$ cat src/rtl/zmod_pkg.sv
// rtl/zmod_pkg.sv - shared sample width, Q2.14 constants and conditioner FSM states
package zmod_pkg;

    localparam int ZMOD_DATA_SIZE = 14;
    localparam int FRAC_BITS      = 14;
    localparam int ONE            = 16384;

    typedef enum logic [1:0] {
        IDLE = 2'd0,
        CAL  = 2'd1,
        RUN  = 2'd2
    } state_t;

endpackage

$ cat src/rtl/sample_conditioner_sat_round.sv
// rtl/sample_conditioner_sat_round.sv - Q2.14 round-half-up, shift down and saturate to OUT_W bits
module sat_round #(
    parameter int IN_W  = 31,
    parameter int OUT_W = 14
) (
    input  logic signed [IN_W-1:0]  i_p,
    output logic signed [OUT_W-1:0] o_r,
    output logic                    o_sat
);
    import zmod_pkg::*;

    localparam int SUM_W = IN_W + 1;
    localparam logic signed [SUM_W-1:0] ROUND   = SUM_W'(2 ** (FRAC_BITS - 1));
    localparam logic signed [SUM_W-1:0] SAT_MAX = SUM_W'((2 ** (OUT_W - 1)) - 1);
    localparam logic signed [SUM_W-1:0] SAT_MIN = ~SAT_MAX;
    localparam logic signed [OUT_W-1:0] OUT_MAX = SAT_MAX[OUT_W-1:0];
    localparam logic signed [OUT_W-1:0] OUT_MIN = SAT_MIN[OUT_W-1:0];

    logic signed [SUM_W-1:0] w_sum;
    logic signed [SUM_W-1:0] w_q;
    logic                    w_hi;
    logic                    w_lo;

    // One guard bit keeps the rounding add from wrapping at the product extreme
    assign w_sum = SUM_W'(i_p) + ROUND;
    assign w_q   = w_sum >>> FRAC_BITS;
    assign w_hi  = (w_q > SAT_MAX);
    assign w_lo  = (w_q < SAT_MIN);
    assign o_sat = w_hi | w_lo;
    assign o_r   = w_hi ? OUT_MAX : (w_lo ? OUT_MIN : w_q[OUT_W-1:0]);

endmodule

$ cat src/rtl/sample_conditioner.sv
// rtl/sample_conditioner.sv - ADC offset calibration plus 3-stage offset/gain/saturate pipeline
// Optional saturation counter built only with SAMPLE_CONDITIONER_SAT_CNT_EN defined.
module sample_conditioner #(
    parameter int ZMOD_DATA_SIZE = zmod_pkg::ZMOD_DATA_SIZE,
    parameter int CAL_LOG2       = 8,
    parameter int GAIN_WIDTH     = 16
) (
    input  logic                             i_clock,
    input  logic                             i_reset,
    input  logic                             i_init_done,
    input  logic                             i_valid,
    input  logic signed [ZMOD_DATA_SIZE-1:0] i_data,
    input  logic                             i_cal_start,
    input  logic signed [GAIN_WIDTH-1:0]     i_gain,
    output logic signed [ZMOD_DATA_SIZE-1:0] o_data,
    output logic                             o_valid,
    output logic signed [ZMOD_DATA_SIZE-1:0] o_offset,
    output logic                             o_cal_done,
    output logic                             o_busy,
    output logic [15:0]                      o_sat_count
);
    import zmod_pkg::*;

    localparam int N     = ZMOD_DATA_SIZE;
    localparam int D_W   = N + 1;
    localparam int ACC_W = N + CAL_LOG2;
    localparam int P_W   = D_W + GAIN_WIDTH;

    logic [1:0]               r_rst_sync;
    logic                     w_rst_n;
    state_t                   r_state;
    logic signed [ACC_W-1:0]  r_acc;
    logic signed [ACC_W-1:0]  w_acc_next;
    logic [CAL_LOG2-1:0]      r_cnt;
    logic signed [N-1:0]      r_offset;
    logic                     r_cal_done;
    logic                     r_busy;
    logic signed [D_W-1:0]    r_s1_d;
    logic                     r_s1_valid;
    logic signed [P_W-1:0]    r_s2_p;
    logic                     r_s2_valid;
    logic signed [N-1:0]      w_s3_r;
    logic                     w_s3_sat;
    logic signed [N-1:0]      r_data;
    logic                     r_valid;

    // Assert asynchronously, release two clock edges after i_reset rises
    always_ff @(posedge i_clock or negedge i_reset) begin
        if (!i_reset) begin
            r_rst_sync <= 2'b00;
        end else begin
            r_rst_sync <= {r_rst_sync[0], 1'b1};
        end
    end

    assign w_rst_n    = r_rst_sync[1];
    assign w_acc_next = r_acc + ACC_W'(i_data);

    always_ff @(posedge i_clock or negedge w_rst_n) begin
        if (!w_rst_n) begin
            r_state    <= IDLE;
            r_acc      <= '0;
            r_cnt      <= '0;
            r_offset   <= '0;
            r_cal_done <= 1'b0;
            r_busy     <= 1'b0;
        end else begin
            case (r_state)
                IDLE: begin
                    if (i_init_done) begin
                        r_state <= CAL;
                        r_busy  <= 1'b1;
                        r_acc   <= '0;
                        r_cnt   <= '0;
                    end
                end
                CAL: begin
                    if (!i_init_done) begin
                        r_state <= IDLE;
                        r_busy  <= 1'b0;
                    end else if (i_valid) begin
                        r_acc <= w_acc_next;
                        r_cnt <= r_cnt + CAL_LOG2'(1);
                        // Top N bits of the running sum are the arithmetic mean
                        if (&r_cnt) begin
                            r_offset   <= w_acc_next[ACC_W-1:CAL_LOG2];
                            r_state    <= RUN;
                            r_busy     <= 1'b0;
                            r_cal_done <= 1'b1;
                        end
                    end
                end
                RUN: begin
                    if (!i_init_done) begin
                        r_state    <= IDLE;
                        r_cal_done <= 1'b0;
                    end else if (i_cal_start) begin
                        r_state    <= CAL;
                        r_busy     <= 1'b1;
                        r_cal_done <= 1'b0;
                        r_acc      <= '0;
                        r_cnt      <= '0;
                    end
                end
                default: begin
                    r_state    <= IDLE;
                    r_busy     <= 1'b0;
                    r_cal_done <= 1'b0;
                end
            endcase
        end
    end

    always_ff @(posedge i_clock or negedge w_rst_n) begin
        if (!w_rst_n) begin
            r_s1_d     <= '0;
            r_s1_valid <= 1'b0;
            r_s2_p     <= '0;
            r_s2_valid <= 1'b0;
            r_data     <= '0;
            r_valid    <= 1'b0;
        end else begin
            r_s1_d     <= D_W'(i_data) - D_W'(r_offset);
            r_s1_valid <= i_valid;
            r_s2_p     <= P_W'(r_s1_d) * P_W'(i_gain);
            r_s2_valid <= r_s1_valid;
            r_valid    <= r_s2_valid;
            if (r_s2_valid) begin
                r_data <= w_s3_r;
            end
        end
    end

    sat_round #(
        .IN_W  (P_W),
        .OUT_W (N)
    ) u_sat_round (
        .i_p   (r_s2_p),
        .o_r   (w_s3_r),
        .o_sat (w_s3_sat)
    );

`ifdef SAMPLE_CONDITIONER_SAT_CNT_EN
    logic [15:0] r_sat_count;
    logic        w_cal_accept;

    assign w_cal_accept = (r_state == RUN) && i_init_done && i_cal_start;

    always_ff @(posedge i_clock or negedge w_rst_n) begin
        if (!w_rst_n) begin
            r_sat_count <= '0;
        end else if (w_cal_accept) begin
            r_sat_count <= '0;
        end else if (r_s2_valid && w_s3_sat && (r_sat_count != 16'hFFFF)) begin
            r_sat_count <= r_sat_count + 16'd1;
        end
    end

    assign o_sat_count = r_sat_count;
`else
    logic w_sat_unused;
    assign w_sat_unused = w_s3_sat;
    assign o_sat_count  = 16'd0;
`endif

    assign o_data     = r_data;
    assign o_valid    = r_valid;
    assign o_offset   = r_offset;
    assign o_cal_done = r_cal_done;
    assign o_busy     = r_busy;

endmodule

$ cat config.mk
export PLATFORM = sky130hd
export DESIGN_NAME = sample_conditioner
export DESIGN_NICKNAME = d
export VERILOG_FILES = /design/src/rtl/zmod_pkg.sv /design/src/rtl/sample_conditioner_sat_round.sv /design/src/rtl/sample_conditioner.sv
export SDC_FILE = /design/constraint.sdc
export NUM_CORES = 1
export LEC_CHECK = 0
export ABC_AREA = 1
export CORE_ASPECT_RATIO = 0.9
export CORE_MARGIN = 8
export CORE_UTILIZATION = 46
export DETAILED_ROUTE_END_ITERATION = 8
export PLACE_DENSITY = 0.61
export SLEW_MARGIN = 20
export SYNTH_ARGS = -nofsm -noshare
export SYNTH_HDL_FRONTEND = slang
export SYNTH_SLANG_ARGS = --single-unit
$ cat constraint.sdc
create_clock -name i_clock -period 5.9 [get_ports i_clock]
set_input_delay 1.18 -clock i_clock [delete_from_list [all_inputs] [get_ports i_clock]]
set_output_delay 1.18 -clock i_clock [all_outputs]
set_load 0.02 [all_outputs]
Yosys cells after proc, flatten, opt, wreduce, memory -nomap -nowiden

Index checks and enable logic that the tools add are counted.

Reductions and logical operators: 8
$mul: 1
Multiplexer cells: 34
Add/sub/neg operators: 4
Bitwise gates (word level): 1
Order comparisons: 2
Eq/ne operators: 11

Operators with widths:

| cell                                                             | count |
|---|---|
| 2-to-1 mux 22 bit                                                | 5 |
| one-hot mux 22 bit (3 select lines)                              | 1 |
| 2-to-1 mux 8 bit                                                 | 5 |
| adder 31 x 15 -> 32 bit (second input constant)                  | 1 |
| multiplier 15 x 16 -> 31 bit                                     | 1 |
| 2-to-1 mux 14 bit                                                | 2 |
| one-hot mux 8 bit (3 select lines)                               | 1 |
| adder 22 x 14 -> 22 bit                                          | 1 |
| greater-than comparator 18 x 14 -> 1 bit (second input constant) | 1 |
| less-than comparator 18 x 14 -> 1 bit (second input constant)    | 1 |
| subtractor 14 x 14 -> 15 bit                                     | 1 |
| 2-to-1 mux 2 bit                                                 | 6 |
| inequality test 2 bit (second input constant)                    | 6 |
| 2-to-1 mux 1 bit                                                 | 11 |
| AND reduction 11 bit                                             | 1 |
| AND reduction 5 bit                                              | 2 |
| inequality test 3 bit (second input constant)                    | 3 |
| adder 8 x 1 -> 8 bit (second input constant)                     | 1 |
| AND reduction 8 bit                                              | 1 |
| one-hot mux 1 bit (3 select lines)                               | 2 |
| one-hot mux 2 bit (3 select lines)                               | 1 |
| AND reduction 6 bit                                              | 1 |
| AND reduction 4 bit                                              | 1 |
| nonzero test 3 bit                                               | 1 |
| 4 further kinds                                                  | 4 |

Input port bits: 35
Output and inout bits: 47
Flip-flop bits (word level): 113
Word-level logic and storage cells: 74

Longest topological paths before layout

Gate-level depths: netlist of run 1.

Word-level depth: 5
Mapped depth: 28
Mapped depth without buffers: 26

Modules after synthesis

Synthesis of run 1 repeated with hierarchy kept, for this count alone.

Cells, all modules: 2159
Area total of the unflattened synthesis: 16459.5 um2

Modules (own cells, without submodules):

| module             | area each (um2) | sequential area each (um2) | instances | cells an instance |
|---|---|---|---|---|
| sample_conditioner | 15845.2         | 2827.7                     | 1         | 2040 |
| sat_round          | 614.3           | 0.0                        | 1         | 119 |

Least setup slack after synthesis of run 1

No wires, ideal clock.

Kind: input-to-reg
Start point: input port i_gain[15]
End point: register r_s2_p[30]
Setup time: 0.117 ns
Data required time: 5.783 ns
Arrival time: 6.176 ns
Path buffers: 1
Path slack: -0.393 ns
Stages: 23
Path through: clkbuf_1 > nand2_1 > inv_1 > fa_1 > fa_1 > fa_1 > fa_1 > fa_1 > inv_1 > fa_1 > inv_1 > ha_1 > nand2_1 > nor2_1 > inv_1 > nor2_1 > inv_1 > nor2_1 > nand2_1 > o211ai_1 > inv_1 > nand2_1 > nand2_1

Word-level cells in the longest chain between the ends: 1

RTL lines:

| item                         | line                      | source |
|---|---|---|
| start: declaration           | sample_conditioner.sv:14  | `input logic signed [GAIN_WIDTH-1:0] i_gain,` |
| multiplier 15 x 16 -> 31 bit | sample_conditioner.sv:125 | `r_s2_p <= P_W'(r_s1_d) * P_W'(i_gain);` |
| end signal: assignment       | sample_conditioner.sv:125 |  |
| end: declaration             | sample_conditioner.sv:40  | `logic signed [P_W-1:0] r_s2_p;` |

No other way between the ends.
A chain may end at the register's enable or synchronous reset.

Worst setup path in the final report of run 1

Start point: input port i_gain[15]
End point: register r_s2_p[27]

Same word-level chain as after synthesis.

==> results of run 1 <==
## kinds of logic (layout without fill, tap and decap cells)
family          Yosys count  count (layout)  synth area share, %
compound gates          166             166                 5.93
xor+xnor                 53              53                 3.02
fa+ha+maj               353             353                 39.6
buf+inv                 581             799                 14.6
flops                   100             100                 16.0
other cells               2              17               0.0481
simple gates            784             784                 20.8
## synth_stat cells (all sizes together) (21+ instances only)
cell / instances
nand3: 57
fa: 236
o21ai: 58
xnor2: 26
clkbuf: 46
nand4: 21
a21oi: 68
xor2: 27
ha: 117
nand2: 555
dfrtp: 100
nor2: 116
inv: 513
buf: 21
## flip-flops by register name (all words and copies together), names as in the netlist
register,cells
r_state,2
r_s1_d,15
r_rst_sync,2
o_busy,1
o_cal_done,1
r_s2_p,18
r_s1_valid,1
o_valid,1
o_data,14
o_offset,14
r_cnt,8
r_s2_valid,1
r_acc,22
## metrics by stage
step,instance area [um^2],utilization [%]
floorplan,15900,-
global placement,18000,53.5
detailed placement,18000,53.5
CTS,19100,56.7
global route,19800,58.8
finish,19800,58.8
## area by class of cell
cell class	count	area (um^2)
multi-input combinational	1373	12100
clock buffer	10	229
fill	3087	13900
tap	462	578
inverter	513	1930
timing repair buffer	270	2340
sequential	100	2510
clock inverter	6	83.8
## worst paths after layout
path / startpoint / end / slack, ns
worst max register to register: r_s1_d[12]$_DFF_PN0_ / r_s2_p[30]$_DFF_PN0_ / 0.25
min in group i_clock: r_s1_valid$_DFF_PN0_ / r_s2_valid$_DFF_PN0_ / 0.35
max in group asynchronous: r_rst_sync[1]$_DFF_PN0_ / r_acc[19]$_DFFE_PN0P_ / 4.37
worst min register to register: r_rst_sync[1]$_DFF_PN0_ / o_valid$_DFF_PN0_ / 0.32
worst min-delay path: r_rst_sync[1]$_DFF_PN0_ / o_valid$_DFF_PN0_ / 0.32
worst max-delay path: i_gain[15] / r_s2_p[27]$_DFF_PN0_ / -0.03
## per-layer routing
| metal | wire length (um) | part of all wire, % | up-vias | GRT usage (%) |
|---|---|---|---|---|
| met5 | 0 | 0 | - | 0 |
| met4 | 784 | 1.8 | 0 | 4.50 |
| met3 | 2180 | 5.1 | 52 | 3.25 |
| met2 | 20000 | 47 | 317 | 36.8 |
| met1 | 19500 | 46 | 6485 | 30.0 |
| li1 | - | - | 6466 | - |
## critical path: cells and delay by family
family | cells | cell delay [ns]
simple gates | 7 | 0.73
fa+ha+maj | 7 | 3.37
buf+inv | 11 | 0.91
## repair_timing
action,in CTS,in global routing
buffers inserted,23,21
cloned,2,1
setup endpoints to repair,18,18
gates resized for setup,193,209
pin swaps,131,180
==> flow_metrics.py, run 1 <==
metrics = {
    "critical_path": {
        "startpoint_type": "primary input",
        "crit_required_ns": 6.15,
        "slowest_stage": "fa_1",
        "worstPathArrival_ns": 6.18,
        "crit_fanout": 5,
        "cpPeakStageDelay_ns": 0.54,
        "cp-end-kind": "flop",
        "crit_top_cell": "fa_1",
        "setup.worst_path.class": "primary input to flop",
        "reg2reg_depth": 19,
    },
    "cells_and_area": {
        "n_antenna_cell": 0,
        "stdcell_count": 2734,
        "final_cell_mix": "nand2_1 (486), inv_1 (442), fa_1 (215), buf_4 (163), dfrtp_1 (99)",
        "nets": 2655,
        "area_growth_pct": 26.8,
        "final_common_cell": "nand2_1",
        "drive_gt1_share_pct": 23.4,
    },
    "detailed_routing": {
        "route.detailed.wl_per_inst_um": 15.5,
        "drc_errors": 0,
        "routed_via_density": 4.87,
        "drt_iter0_markers": 796,
        "num_vias": 13300,
        "routed_wirelength_um": 42500,
        "first_pass_iters": 5,
        "ant_nets": 0,
    },
    "logic_synthesis": {
        "ys_types": 44,
        "synth-edff-count": 0,
        "synthTopCellsByArea": "fa_1 (30%), dfrtp_1 (16%), nand2_1 (13%)",
        "synth_top_area_share_pct": 30.3,
        "ys_warn_count": 0,
        "synthArstFlopShare_pct": 100,
        "synth_ff_type": "dfrtp_1",
        "syn-cell-area_mm2": 0.0156,
        "synth_top_cell_by_area": "fa_1",
        "ys_ff_latch": 100,
        "avgSynthCellArea_um2": 7.66,
        "yosysSeqAreaShare_pct": 16.0,
        "synth_cells": 2039,
    },
    "grt": {
        "grt_max_degree": 60,
        "antenna_found_initial": 0,
        "grt_pass1_vias": 14200,
        "grt_pass1_wl_um": 71300,
        "grtUsageTotal_pct": 22.0,
        "gr-total-overflow": 0,
    },
    "floorplan": {
        "die-area_mm2": 0.0401,
        "die_w_um": 210,
        "io_pins": 82,
        "row_count": 64,
        "die_h_um": 191,
        "initial_core_util_pct": 46.3,
        "core_mm2": 0.0337,
    },
    "sta": {
        "tightest_slew_ns": 0.782,
        "setup_tns_ns": -0.0295,
        "maxSlewViolCount": 0,
        "slew_headroom_pct": 47.8,
        "fin_crit_ns": 5.93,
        "rsz0062_at_grt": "true",
        "layout_setup_ws_ns": -0.0295,
        "fin_crit_sh_pct": 100,
        "finClkSkew_ns": 0.0134,
        "hold_viol_final": 0,
        "whs_ns": 0.324,
        "setup_viol": 1,
        "max_freq_mhz": 169,
    },
    "clock_tree": {
        "cts_buffer_depth": 2,
        "htreeDepth": 3,
        "cts_hold_buf": 0,
        "clock-sinks": 100,
        "clock_latency_ns": 0.36,
        "cts_buffers": 9,
        "cts_tree": "done",
        "root_buffer": "clkbuf_16",
        "clk_pin_slew_ns": 0.08,
    },
    "job": {
        "cap_violations": 0,
    },
    "hold_path": {
        "hp-class": "flop to async pin",
    },
    "placement": {
        "post-place-ws_ns": -1.05,
        "gp_congestion": 0.898,
        "dp_cells": 2674,
        "portBuffers": 65,
        "dp_hpwl_um": 34500,
    },
    "outcome": {
        "outcome": "finished, violations left",
        "violations": "negative setup slack",
    },
}
Power of run 1 is left out: the tool's default activity adds up to more than one toggle a clock period on the data nets, which glitch-free logic cannot reach.
==> inputs of run 2 (changes only) <==
Settings changed: CORE_UTILIZATION 46 to 45, PLACE_DENSITY 0.61 to 0.6.
==> run 2 against run 1 <==
Net effect:
- the flow now finishes without violations
- hold slack worse by 0.020 ns
- worst setup slack better by 0.057 ns
- sequential cell count unchanged
- largest cell class unchanged
==> flow_metrics.py, run 2 (same netlist as run 1, synthesis figures left out) <==
metrics = {
    "sta": {
        "maxSlewViolCount": 0,
        "slew_headroom_pct": 47.1,
        "tightest_slew_ns": 0.793,
        "max_freq_mhz": 170,
        "whs_ns": 0.303,
        "fin_crit_sh_pct": 99.5,
        "fin_crit_ns": 5.87,
        "setup_viol": 0,
        "finClkSkew_ns": 0.00699,
        "rsz0062_at_grt": "true",
        "hold_viol_final": 0,
    },
    "detailed_routing": {
        "first_pass_iters": 5,
        "drt_iter0_markers": 811,
        "routed_via_density": 4.93,
        "route.detailed.wl_per_inst_um": 15.3,
        "drc_errors": 0,
        "routed_wirelength_um": 41700,
        "num_vias": 13400,
        "ant_nets": 0,
    },
    "floorplan": {
        "die_h_um": 193,
        "io_pins": 82,
        "die-area_mm2": 0.0409,
        "core_mm2": 0.0341,
        "die_w_um": 212,
        "row_count": 64,
        "initial_core_util_pct": 45.8,
    },
    "grt": {
        "grt_pass1_wl_um": 70200,
        "antenna_found_initial": 0,
        "gr-total-overflow": 0,
        "grt_pass1_vias": 14300,
        "grtUsageTotal_pct": 21.2,
        "grt_max_degree": 61,
    },
    "outcome": {
        "outcome": "complete, no violations",
    },
    "placement": {
        "gp_congestion": 0.927,
        "portBuffers": 65,
        "dp_hpwl_um": 34000,
    },
    "cells_and_area": {
        "nets": 2642,
        "final_cell_mix": "nand2_1 (501), inv_1 (438), fa_1 (220), buf_4 (151), dfrtp_1 (99)",
        "largest_reg_flops": 22,
        "regMostFlops": "r_acc",
        "largestRegisters": "r_acc x22, r_s2_p x18, r_s1_d x15",
        "drive_gt1_share_pct": 21.8,
        "area_growth_pct": 26.2,
        "n_antenna_cell": 0,
        "final_common_cell": "nand2_1",
    },
    "hold_path": {
        "hp-class": "flop to async pin",
    },
    "job": {
        "cap_violations": 0,
    },
    "clock_tree": {
        "clk_pin_slew_ns": 0.07,
        "cts_buffers": 9,
        "cts_tree": "done",
        "clock_latency_ns": 0.35,
        "root_buffer": "clkbuf_16",
        "clock-sinks": 100,
        "cts_buffer_depth": 2,
        "htreeDepth": 3,
    },
    "critical_path": {
        "startpoint_type": "primary input",
        "setup.worst_path.class": "primary input to flop",
        "rr_startpoint": "r_s1_d[10]$_DFF_PN0_",
        "crit_required_ns": 6.14,
        "crit_fanout": 8,
        "reg2reg_depth": 20,
        "reg2reg_slack_ns": 0.28,
        "cp-end-kind": "flop",
        "r2r-end": "r_s2_p[27]$_DFF_PN0_",
        "worstPathArrival_ns": 6.11,
    },
}
==> run 2: stage by stage <==
stage | setup slack (ns) | instance area, um^2 | setup TNS, ns | util (%) | cells
3_3_place_gp | -0.935 | 17900 | -14.48 | 52.5 | 2657
6_report | 0.0272 | 19700 | 0 | 57.8 | 2721
4_1_cts | 0.00526 | 19100 | 0 | 56.1 | 2709
3_5_place_dp | -0.967 | 17900 | -14.93 | 52.5 | 2657
2_1_floorplan | -0.0000795 | 15900 | -0.0000795 | - | 2054
5_1_grt | -0.141 | 19700 | -0.907 | 57.8 | 2721
==> run 2: worst max path at each step <==
stage                     startpoint                    to  slack (ns)
after floorplan            i_gain[8]  r_s2_p[30]$_DFF_PN0_    -0.00008
after global placement    i_gain[15]  r_s2_p[29]$_DFF_PN0_       -0.94
after detailed placement  i_gain[15]  r_s2_p[29]$_DFF_PN0_       -0.97
after CTS                 i_gain[12]  r_s2_p[30]$_DFF_PN0_       0.005
after global routing      i_gain[15]  r_s2_p[30]$_DFF_PN0_       -0.14
final                     i_gain[15]  r_s2_p[27]$_DFF_PN0_        0.03
==> run 2: final cells by class <==
type | instances | area [um^2]
fill | 3161 | 14400
multi-input combinational | 1373 | 12000
sequential | 100 | 2510
timing repair buffer | 257 | 2360
inverter | 513 | 1930
tap | 462 | 578
clock buffer | 11 | 243
clock inverter | 5 | 83.8
==> run 2: critical path, cell delays in order <==
cell and delay (ns):
buf_6 0.08, buf_12 0.13, buf_6 0.11, nand2_4 0.04
fa_1 0.59, inv_2 0.05, fa_2 0.55, buf_12 0.13
fa_1 0.43, fa_1 0.48, fa_1 0.51, inv_2 0.04
fa_1 0.54, inv_2 0.05, ha_4 0.30, nand2_2 0.11
buf_4 0.16, o21bai_2 0.21, nand2_1 0.10, nand3_2 0.10
a31oi_4 0.04, nand3_1 0.09, nand2_2 0.07
==> run 2: layer usage <==
layer  GRT usage, %  up-vias  wire (um)
met5              0        -          0
met4           4.19        0        595
met3           3.64       49       2440
met2           36.0      382      19900
met1           28.5     6534      18800
li1               -     6438          -
==> run 2: what timing repair did <==
action | in CTS | in global routing
gates resized for setup | 205 | 164
hold endpoints to repair | 0 | 0
cloned | 5 | 0
buffers inserted | 31 | 12
setup endpoints to repair | 18 | 18
pin swaps | 137 | 125
hold buffers | 0 | 0
Power of run 2 is left out for the same reason.
